--- config.mk ---
export PLATFORM = sky130hd
export DESIGN_NAME = skolem_sweep_ctrl
export DESIGN_NICKNAME = d
export VERILOG_FILES = /design/src/rtl/skolem_pkg.sv /design/src/rtl/shl_ule_check.sv /design/src/rtl/skolem_sweep_ctrl.sv
export SDC_FILE = /design/constraint.sdc
export NUM_CORES = 1
export LEC_CHECK = 0
export BUFFER_PORTS_ARGS = -buffer_cell sky130_fd_sc_hd__clkbuf_2
export CAP_MARGIN = 20
export CORE_MARGIN = 8
export CORE_UTILIZATION = 51
export DETAILED_ROUTE_END_ITERATION = 7
export GPL_TIMING_DRIVEN = 0
export PLACE_DENSITY = 0.76
export SYNTH_ARGS = -nofsm -noshare
export SYNTH_HDL_FRONTEND = slang
export SYNTH_SLANG_ARGS = --single-unit
--- constraint.sdc ---
create_clock -name clk -period 4 [get_ports clk]
set_input_delay 0.4 -clock clk [delete_from_list [all_inputs] [get_ports clk]]
set_output_delay 0.4 -clock clk [all_outputs]
set_load 0.02 [all_outputs]
--- src/rtl/skolem_pkg.sv ---
// Shared definitions for the Skolem-function sweep checker.
//
// Contents:
//   DefWidth      - default bit-width of s, t and x
//   DefSettleCyc  - default number of settle cycles before skolem_out is sampled
//   SettleCntW    - width of the settle down-counter (SETTLE_CYC is 1..15)
//   sweep_state_e - sweep controller FSM states
package skolem_pkg;

    localparam int unsigned DefWidth     = 4;
    localparam int unsigned DefSettleCyc = 1;
    localparam int unsigned SettleCntW   = 4;

    typedef enum logic [2:0] {
        StIdle,
        StDrive,
        StSettle,
        StCheck,
        StDone
    } sweep_state_e;

endpackage

--- src/rtl/shl_ule_check.sv ---
// Combinational bvshl / unsigned-less-or-equal check: ok = ((x << s) <= t).
//
// The shift result is truncated to WIDTH bits and is zero once s >= WIDTH,
// which is the bit-vector semantics of a logical left shift.
//
// Ports:
//   x  - candidate value returned by the Skolem function
//   s  - shift amount
//   t  - upper bound
//   ok - 1 when the shifted candidate does not exceed t
module shl_ule_check #(
    parameter int unsigned WIDTH = 4
) (
    input  logic [WIDTH-1:0] x,
    input  logic [WIDTH-1:0] s,
    input  logic [WIDTH-1:0] t,
    output logic             ok
);

    logic [WIDTH-1:0] y;

    always_comb begin
        y = '0;
        // Shift amounts of WIDTH or more push every bit out.
        if (32'(s) < WIDTH) begin
            y = x << s;
        end
    end

    assign ok = (y <= t);

endmodule

--- src/rtl/skolem_sweep_ctrl.sv ---
// Exhaustive sweep controller for an external Skolem-function block.
//
// Every vector {t, s} in 0 .. 2^(2*WIDTH)-1 is driven on skolem_in, given
// SETTLE_CYC cycles to settle, then the returned candidate x is checked with
// (x << s) <= t. Failures are counted and the lowest failing vector is kept.
// One vector takes DRIVE + SETTLE_CYC + CHECK = 2 + SETTLE_CYC cycles.
//
// Ports:
//   clk            - clock, rising edge
//   rst            - synchronous active-high reset
//   start          - one-cycle sweep request, honoured only in idle
//   abort          - terminate a running sweep (wins over start in idle)
//   skolem_in      - {t, s} vector driven to the Skolem block, held in idle
//   skolem_out     - candidate x returned combinationally by the Skolem block
//   busy           - sweep in progress
//   done           - one-cycle pulse at sweep completion or abort
//   pass           - valid with done: full sweep finished with no failures
//   fail_cnt       - number of failing vectors seen so far
//   first_fail_vld - at least one failure recorded
//   first_fail_vec - lowest-indexed failing vector
module skolem_sweep_ctrl
    import skolem_pkg::*;
#(
    parameter int unsigned WIDTH      = DefWidth,
    parameter int unsigned SETTLE_CYC = DefSettleCyc
) (
    input  logic               clk,
    input  logic               rst,
    input  logic               start,
    input  logic               abort,
    output logic [2*WIDTH-1:0] skolem_in,
    input  logic [WIDTH-1:0]   skolem_out,
    output logic               busy,
    output logic               done,
    output logic               pass,
    output logic [2*WIDTH:0]   fail_cnt,
    output logic               first_fail_vld,
    output logic [2*WIDTH-1:0] first_fail_vec
);

    localparam int unsigned VecW = 2 * WIDTH;
    // One extra bit so that a sweep where every vector fails does not wrap.
    localparam int unsigned CntW = 2 * WIDTH + 1;
    localparam logic [SettleCntW-1:0] SettleInit = SettleCntW'(SETTLE_CYC);

    sweep_state_e          state_q;
    logic [VecW-1:0]       vec_q;
    logic [SettleCntW-1:0] settle_q;

    logic                  chk_ok;
    logic [CntW-1:0]       fail_cnt_nxt;

    // skolem_in equals vec_q throughout SETTLE and CHECK, so the check sees
    // exactly the vector that the Skolem block is answering.
    shl_ule_check #(
        .WIDTH (WIDTH)
    ) u_check (
        .x  (skolem_out),
        .s  (skolem_in[WIDTH-1:0]),
        .t  (skolem_in[VecW-1:WIDTH]),
        .ok (chk_ok)
    );

    assign fail_cnt_nxt = fail_cnt + CntW'(!chk_ok);

    always_ff @(posedge clk) begin
        if (rst) begin
            state_q        <= StIdle;
            vec_q          <= '0;
            settle_q       <= '0;
            skolem_in      <= '0;
            busy           <= 1'b0;
            done           <= 1'b0;
            pass           <= 1'b0;
            fail_cnt       <= '0;
            first_fail_vld <= 1'b0;
            first_fail_vec <= '0;
        end else begin
            done <= 1'b0;
            if (busy && abort) begin
                // Abort pre-empts whatever the current state would do, including
                // a pending check, so results reflect only completed vectors.
                state_q <= StDone;
                busy    <= 1'b0;
                done    <= 1'b1;
                pass    <= 1'b0;
            end else begin
                unique case (state_q)
                    StIdle: begin
                        if (start && !abort) begin
                            fail_cnt       <= '0;
                            first_fail_vld <= 1'b0;
                            first_fail_vec <= '0;
                            pass           <= 1'b0;
                            vec_q          <= '0;
                            busy           <= 1'b1;
                            state_q        <= StDrive;
                        end
                    end
                    StDrive: begin
                        skolem_in <= vec_q;
                        settle_q  <= SettleInit;
                        state_q   <= StSettle;
                    end
                    StSettle: begin
                        settle_q <= settle_q - SettleCntW'(1);
                        if (settle_q == SettleCntW'(1)) begin
                            state_q <= StCheck;
                        end
                    end
                    StCheck: begin
                        if (!chk_ok) begin
                            fail_cnt <= fail_cnt_nxt;
                            if (!first_fail_vld) begin
                                first_fail_vld <= 1'b1;
                                first_fail_vec <= vec_q;
                            end
                        end
                        if (&vec_q) begin
                            state_q <= StDone;
                            busy    <= 1'b0;
                            done    <= 1'b1;
                            pass    <= (fail_cnt_nxt == '0);
                        end else begin
                            vec_q   <= vec_q + VecW'(1);
                            state_q <= StDrive;
                        end
                    end
                    StDone: begin
                        // start arriving here is deliberately dropped.
                        state_q <= StIdle;
                    end
                    default: begin
                        state_q <= StIdle;
                    end
                endcase
            end
        end
    end

endmodule

==> run metrics, run 1 <==
Skew-Pair Late Insertion Delay 0.31 ns; WL per Instance 15.8 um; top post-synthesis cells by area dfxtp_1 (37%), mux2i_1 (10%), ha_1 (4.7%); Worst EP required 4.25 ns; vias 2,312; MaxCap Viol Count 0; P_int 671 uW; Max Slew Vio Count 0; post-synth top area cell dfxtp_1; initial core utilization 52.1%; gr usage total 17.4%; status completed; hold path depth 3; Slew HR 52.1%; crit start category register; DRT Pass-1 Iters 4; # setup viols final 0; DR iter-0 viols 156; clock network power share 38.1%; Clock Skew 0.0106 ns; fin nets 348; Sw Share 25.7%; total CTS buffers 5; detailed placement HPWL 4450 um; total power density per cell area 321 nW/um^2; antenna-violating nets left 0; Site Rows 25; cell area after synthesis 2410 um^2; grt met3 use 3.51%; Critical Path Fanout Max 8; WHS 0.454 ns; Design Power 904 uW; net switching power 233 uW; worst min path class in -> reg; first-pass GRT wire length 10,200 um; final period utilization 92.6%; RSZ-0062 raised after global routing false; sequential power share 49.8%; Die X 84.8 um; # IOs 37; Lkg Pwr 1.22 nW; Post-Layout Cell Count 386; worst-margin pin slew 0.716 ns; Die Area 7180 um^2; final hold vios 0; CTS H-Tree Depth 2; crit path kind reg -> reg; Synth Net Count 305; Reg2Reg Depth 12; mean post-synth cell area 8.37 um^2; post-route setup TNS 0 ns; met1 usage 20.3%; Sink Count 44; number of global-route vias before repair 2,235; Syn-to-layout area delta 16.8%; Tmin final 3.70 ns; largest net degree at the start of global routing 14; clock buffer depth 2; Max VDD drop 0.217 mV; total wire length 6080 um; DRC Markers 0; initial antenna violation count 0; diode count 0; Placed Instances 377; placer's final routability congestion estimate 0.804; Floorplan Core Area 4630 um^2; Vias per Instance 5.99; Async SR Flop Fraction 0%; Commonest cells post-synth dfxtp_1 (44), nand2_1 (30), nor2_1 (27); Logic pwr share 12.1%; PortBufs 35; Reg clk slew, reported paths 0.09 ns; Yosys warnings 0; register area share after synthesis 36.5%; Seq cells post-synth 44; post-synth top area share 36.5%; root buf cell clkbuf_8; Primary FF master, synth dfxtp_1; dpl cell area 2650 um^2; WP data arrival 3.96 ns; layer with the highest usage met2; GRT overflow 0; library cells used by synthesis 46; GR Util met2 29.6%; CTS tree built; most common cell in the netlist dfxtp_1; Final Cell Area 2820 um^2; layout cells sized above 1 17.8%; FMAX 0.270 GHz; Setup crit end kind register; Die Span Y 84.8 um; EDFF count, synth 0; Post-Synthesis Cells 288
-- worst paths after layout --
check | start | to | slack, ns
setup / recovery | skolem_in[0] | pass | 0.30
hold reg to reg | first_fail_vec[2] | first_fail_vec[2] | 0.47
setup reg to reg | skolem_in[0] | pass | 0.30
hold / removal | abort | state_q[2] | 0.45
-- stage by stage --
| step | setup WS [ns] | utilization [%] |
|---|---|---|
| final | 0.296 | 60.8 |
| after global routing | 0.0379 | 60.8 |
| after CTS | 0.0199 | 60.1 |
| after detailed placement | -0.173 | 57.3 |
| after global placement | -0.139 | 57.3 |
| after floorplan | 0.0537 | - |
-- placed cells by master (no fill, tap or decap), types with 3 or more instances in the layout --
master	n
o21ai_0	12
nor4_1	3
nand3b_1	3
nand4_1	10
clkbuf_8	5
nor2b_1	4
ha_1	8
dfxtp_1	43
a21oi_1	11
nand2_1	30
o31ai_1	4
a31oi_1	8
clkbuf_2	35
inv_1	10
and3_1	5
clkbuf_1	15
xor2_1	6
mux2i_1	24
o311ai_0	3
nor3_1	5
nand2b_1	4
nand3_1	9
nor2_1	27
nor3b_1	3
and2_1	5
a22oi_1	3
-- power by group through the flow --
stage	combinational (mW)	clock, mW	sequential, mW
floorplan	0.0768	0	0.461
global placement	0.0993	0	0.461
detailed placement	0.102	0	0.461
CTS	0.106	0.344	0.451
global route	0.120	0.363	0.452
finish	0.109	0.344	0.450
-- timing repair --
action	4_1_cts	5_1_grt
hold endpoints to repair	0	0
pin swaps	1	2
gates resized for setup	4	8
endpoints found under the setup margin	1	2
hold buffers	0	0
buffers inserted	1	0
-- kinds of logic after synthesis --
family          synth area share [%]
compound gates                  15.0
simple gates                    26.8
flops                           36.5
mux                             9.96
buf+inv                         4.46
xor+xnor                        2.54
fa+ha+maj                       4.67
-- metal layers --
layer	vias up	part of all wire (%)
li1	1138	-
met1	1111	44
met2	55	49
met3	8	4.8
met4	0	1.6
met5	-	0
-- final cells by class --
class                      instances  area, um^2
fill                             441        1810
multi-input combinational        217        1470
sequential                        44         885
timing repair buffer              36         183
clock buffer                       6        72.6
buffer                            17        70.1
tap                               54        67.6
inverter                          10        37.5
clock inverter                     2        35.0
-- critical path: stages, from the launching register on --
cell	delay, ns
dfxtp_4	0.38
mux2i_1	0.13
or2_2	0.31
a2111oi_4	0.35
ha_1	0.33
a21oi_4	0.21
a21oi_2	0.08
ha_2	0.19
ha_1	0.28
or4_1	0.55
a2111oi_2	0.22
or4b_4	0.50
o21ai_1	0.12
-- registers in the layout (all words and copies together) (netlist names), 3 cells and up --
signal and cells:
first_fail_vec 8, state_q 3, fail_cnt 9, settle_q 4
skolem_in 8, vec_q 8
(Power assumes the default switching activity.)
==> inputs of run 2 (changes only) <==
Settings changed: BUFFER_PORTS_ARGS -buffer_cell sky130_fd_sc_hd__clkbuf_2 to -buffer_cell sky130_fd_sc_hd__buf_2.
==> run 2 against run 1 <==
Compared with the run above:
- clock skew down 0.0019 ns
- register-to-register slack worse by 0.17 ns
- wire length down 1.9%
- highest routed layer unchanged
- largest cell class unchanged
==> run metrics, run 2 (synthesis results as in run 1) <==
status completed; initial antenna violation count 0; Critical Path Fanout Max 8; post-CTS setup buffer count 0; Max Slew Vio Count 0; WL per Instance 15.5 um; Placed Instances 377; first-pass GRT wire length 10,100 um; total power density per cell area 320 nW/um^2; Tmin final 3.88 ns; Die Area 7180 um^2; initial core utilization 52.1%; layout cells sized above 1 17.9%; gr usage total 17.2%; DRT Pass-1 Iters 4; PortBufs 35; DR iter-0 viols 234; WP data arrival 4.11 ns; Critical Path Most Common Cell ha_1; placer's final routability congestion estimate 0.803; hold_buf cts 0; Setup crit end kind register; slack of the critical path 0.125 ns; Worst EP required 4.24 ns; commonest non-fill, non-tap cell in the layout dfxtp_1; critical path depth in cells 12; # setup viols final 0; hold path depth 2; Syn-to-layout area delta 16.5%; Final Cell Area 2810 um^2; RSZ-0062 raised after global routing false; total wire length 5960 um; GRT overflow 0; worst-margin pin slew 0.694 ns; max FFs per register 9; commonest cells after routing, fill and taps aside dfxtp_1 (43), buf_2 (37), nand2_1 (30); critical-path cell with the highest stage delay or4_4; Lkg Pwr 1.24 nW; post-place setup slack -0.172 ns; CTS tree built; worst min path class reg -> reg; CP Buf/Inv Count 0; vias 2,260; Reg2Reg Depth 12; largest net degree at the start of global routing 15; Vias per Instance 5.89; detailed placement HPWL 4480 um; fill count 436; worst stage delay on the critical path 0.54 ns; fin nets 346; root buf cell clkbuf_8; Clock Skew 0.00872 ns; Sink Count 44; Skew-Pair Late Insertion Delay 0.30 ns; delay-heaviest family, CP simple AND/OR/NAND/NOR gates; clock buffer depth 2; register with the most flip-flops fail_cnt; CTS H-Tree Depth 2; dpl cell area 2650 um^2; Floorplan Core Area 4630 um^2; # IOs 37; MaxCap Viol Count 0; antenna-violating nets left 0; Die Span Y 84.8 um; crit path kind reg -> reg; FMAX 0.258 GHz; final period utilization 96.9%; diode count 0; total CTS buffers 5; Die X 84.8 um; Max VDD drop 0.215 mV; number of global-route vias before repair 2,174; final hold vios 0; Slew HR 53.5%; crit start category register; Reg clk slew, reported paths 0.09 ns; DRC Markers 0; Post-Layout Cell Count 384; Site Rows 25; WHS 0.458 ns; critical path cell sequence mux2i_1 -> or2_2 -> a2111oi_4 -> ha_1 -> o211ai_1 -> a21oi_2 -> ha_2 -> ha_1 -> or4_4 -> a2111oi_2 -> or4b_4 -> o21ai_1
run 2: changes by cell type in the layout (fill, tap and decap cells not counted), sizes merged:
cell / before / now
clkbuf: 55 / 18
clkinvlp: 0 / 1
buf: 4 / 38
run 2: power by group:
group	internal, mW	switching [mW]	total (mW)
logic	0.0417	0.0665	0.108
registers	0.443	0.00729	0.450
clock network	0.185	0.156	0.341
total	0.670	0.230	0.899
run 2: worst paths after layout:
path,startpoint,endpoint,slack (ns)
setup / recovery,skolem_in[0],pass,0.12
hold / removal,first_fail_vec[5],first_fail_vec[5],0.46
setup reg to reg,skolem_in[0],pass,0.12
hold reg to reg,first_fail_vec[5],first_fail_vec[5],0.46
run 2: final cells by class:
cell class / count / area [um^2] / share of cell area, %
buffer: 16 / 66.3 / 2.36
multi-input combinational: 217 / 1470 / 52.2
inverter: 10 / 37.5 / 1.34
timing repair buffer: 35 / 175 / 6.24
sequential: 44 / 885 / 31.5
clock buffer: 5 / 68.8 / 2.45
clock inverter: 3 / 42.5 / 1.51
tap: 54 / 67.6 / 2.41
run 2: metrics by stage:
stage                     setup TNS, ns  power (mW)  util, %
final                                 0       0.899     60.7
after global placement           -0.132       0.560     57.3
after global routing                  0       0.937     60.7
after floorplan                       0       0.538        -
after CTS                             0       0.901     59.8
after detailed placement         -0.172       0.564     57.3
run 2: per-layer routing:
metal | routed length [um] | global-route usage [%] | vias to the layer above
met3 | 343 | 4.49 | 11
met4 | 103 | 5.66 | 0
met2 | 2830 | 28.9 | 62
met1 | 2690 | 20.6 | 1061
met5 | 0 | 0 | -
li1 | - | - | 1126
run 2: worst reg2reg max path, stage by stage, from the launching register on:
cell,delay (ns)
dfxtp_4,0.38
mux2i_1,0.13
or2_2,0.31
a2111oi_4,0.35
ha_1,0.32
o211ai_1,0.25
a21oi_2,0.11
ha_2,0.19
ha_1,0.29
or4_4,0.54
a2111oi_2,0.34
or4b_4,0.50
o21ai_1,0.12
run 2: repair_timing:
| item | 4_1_cts | 5_1_grt |
|---|---|---|
| gates resized for setup | 2 | 9 |
| hold endpoints to repair | 0 | 0 |
| endpoints found under the setup margin | 1 | 2 |
| pin swaps | 0 | 3 |
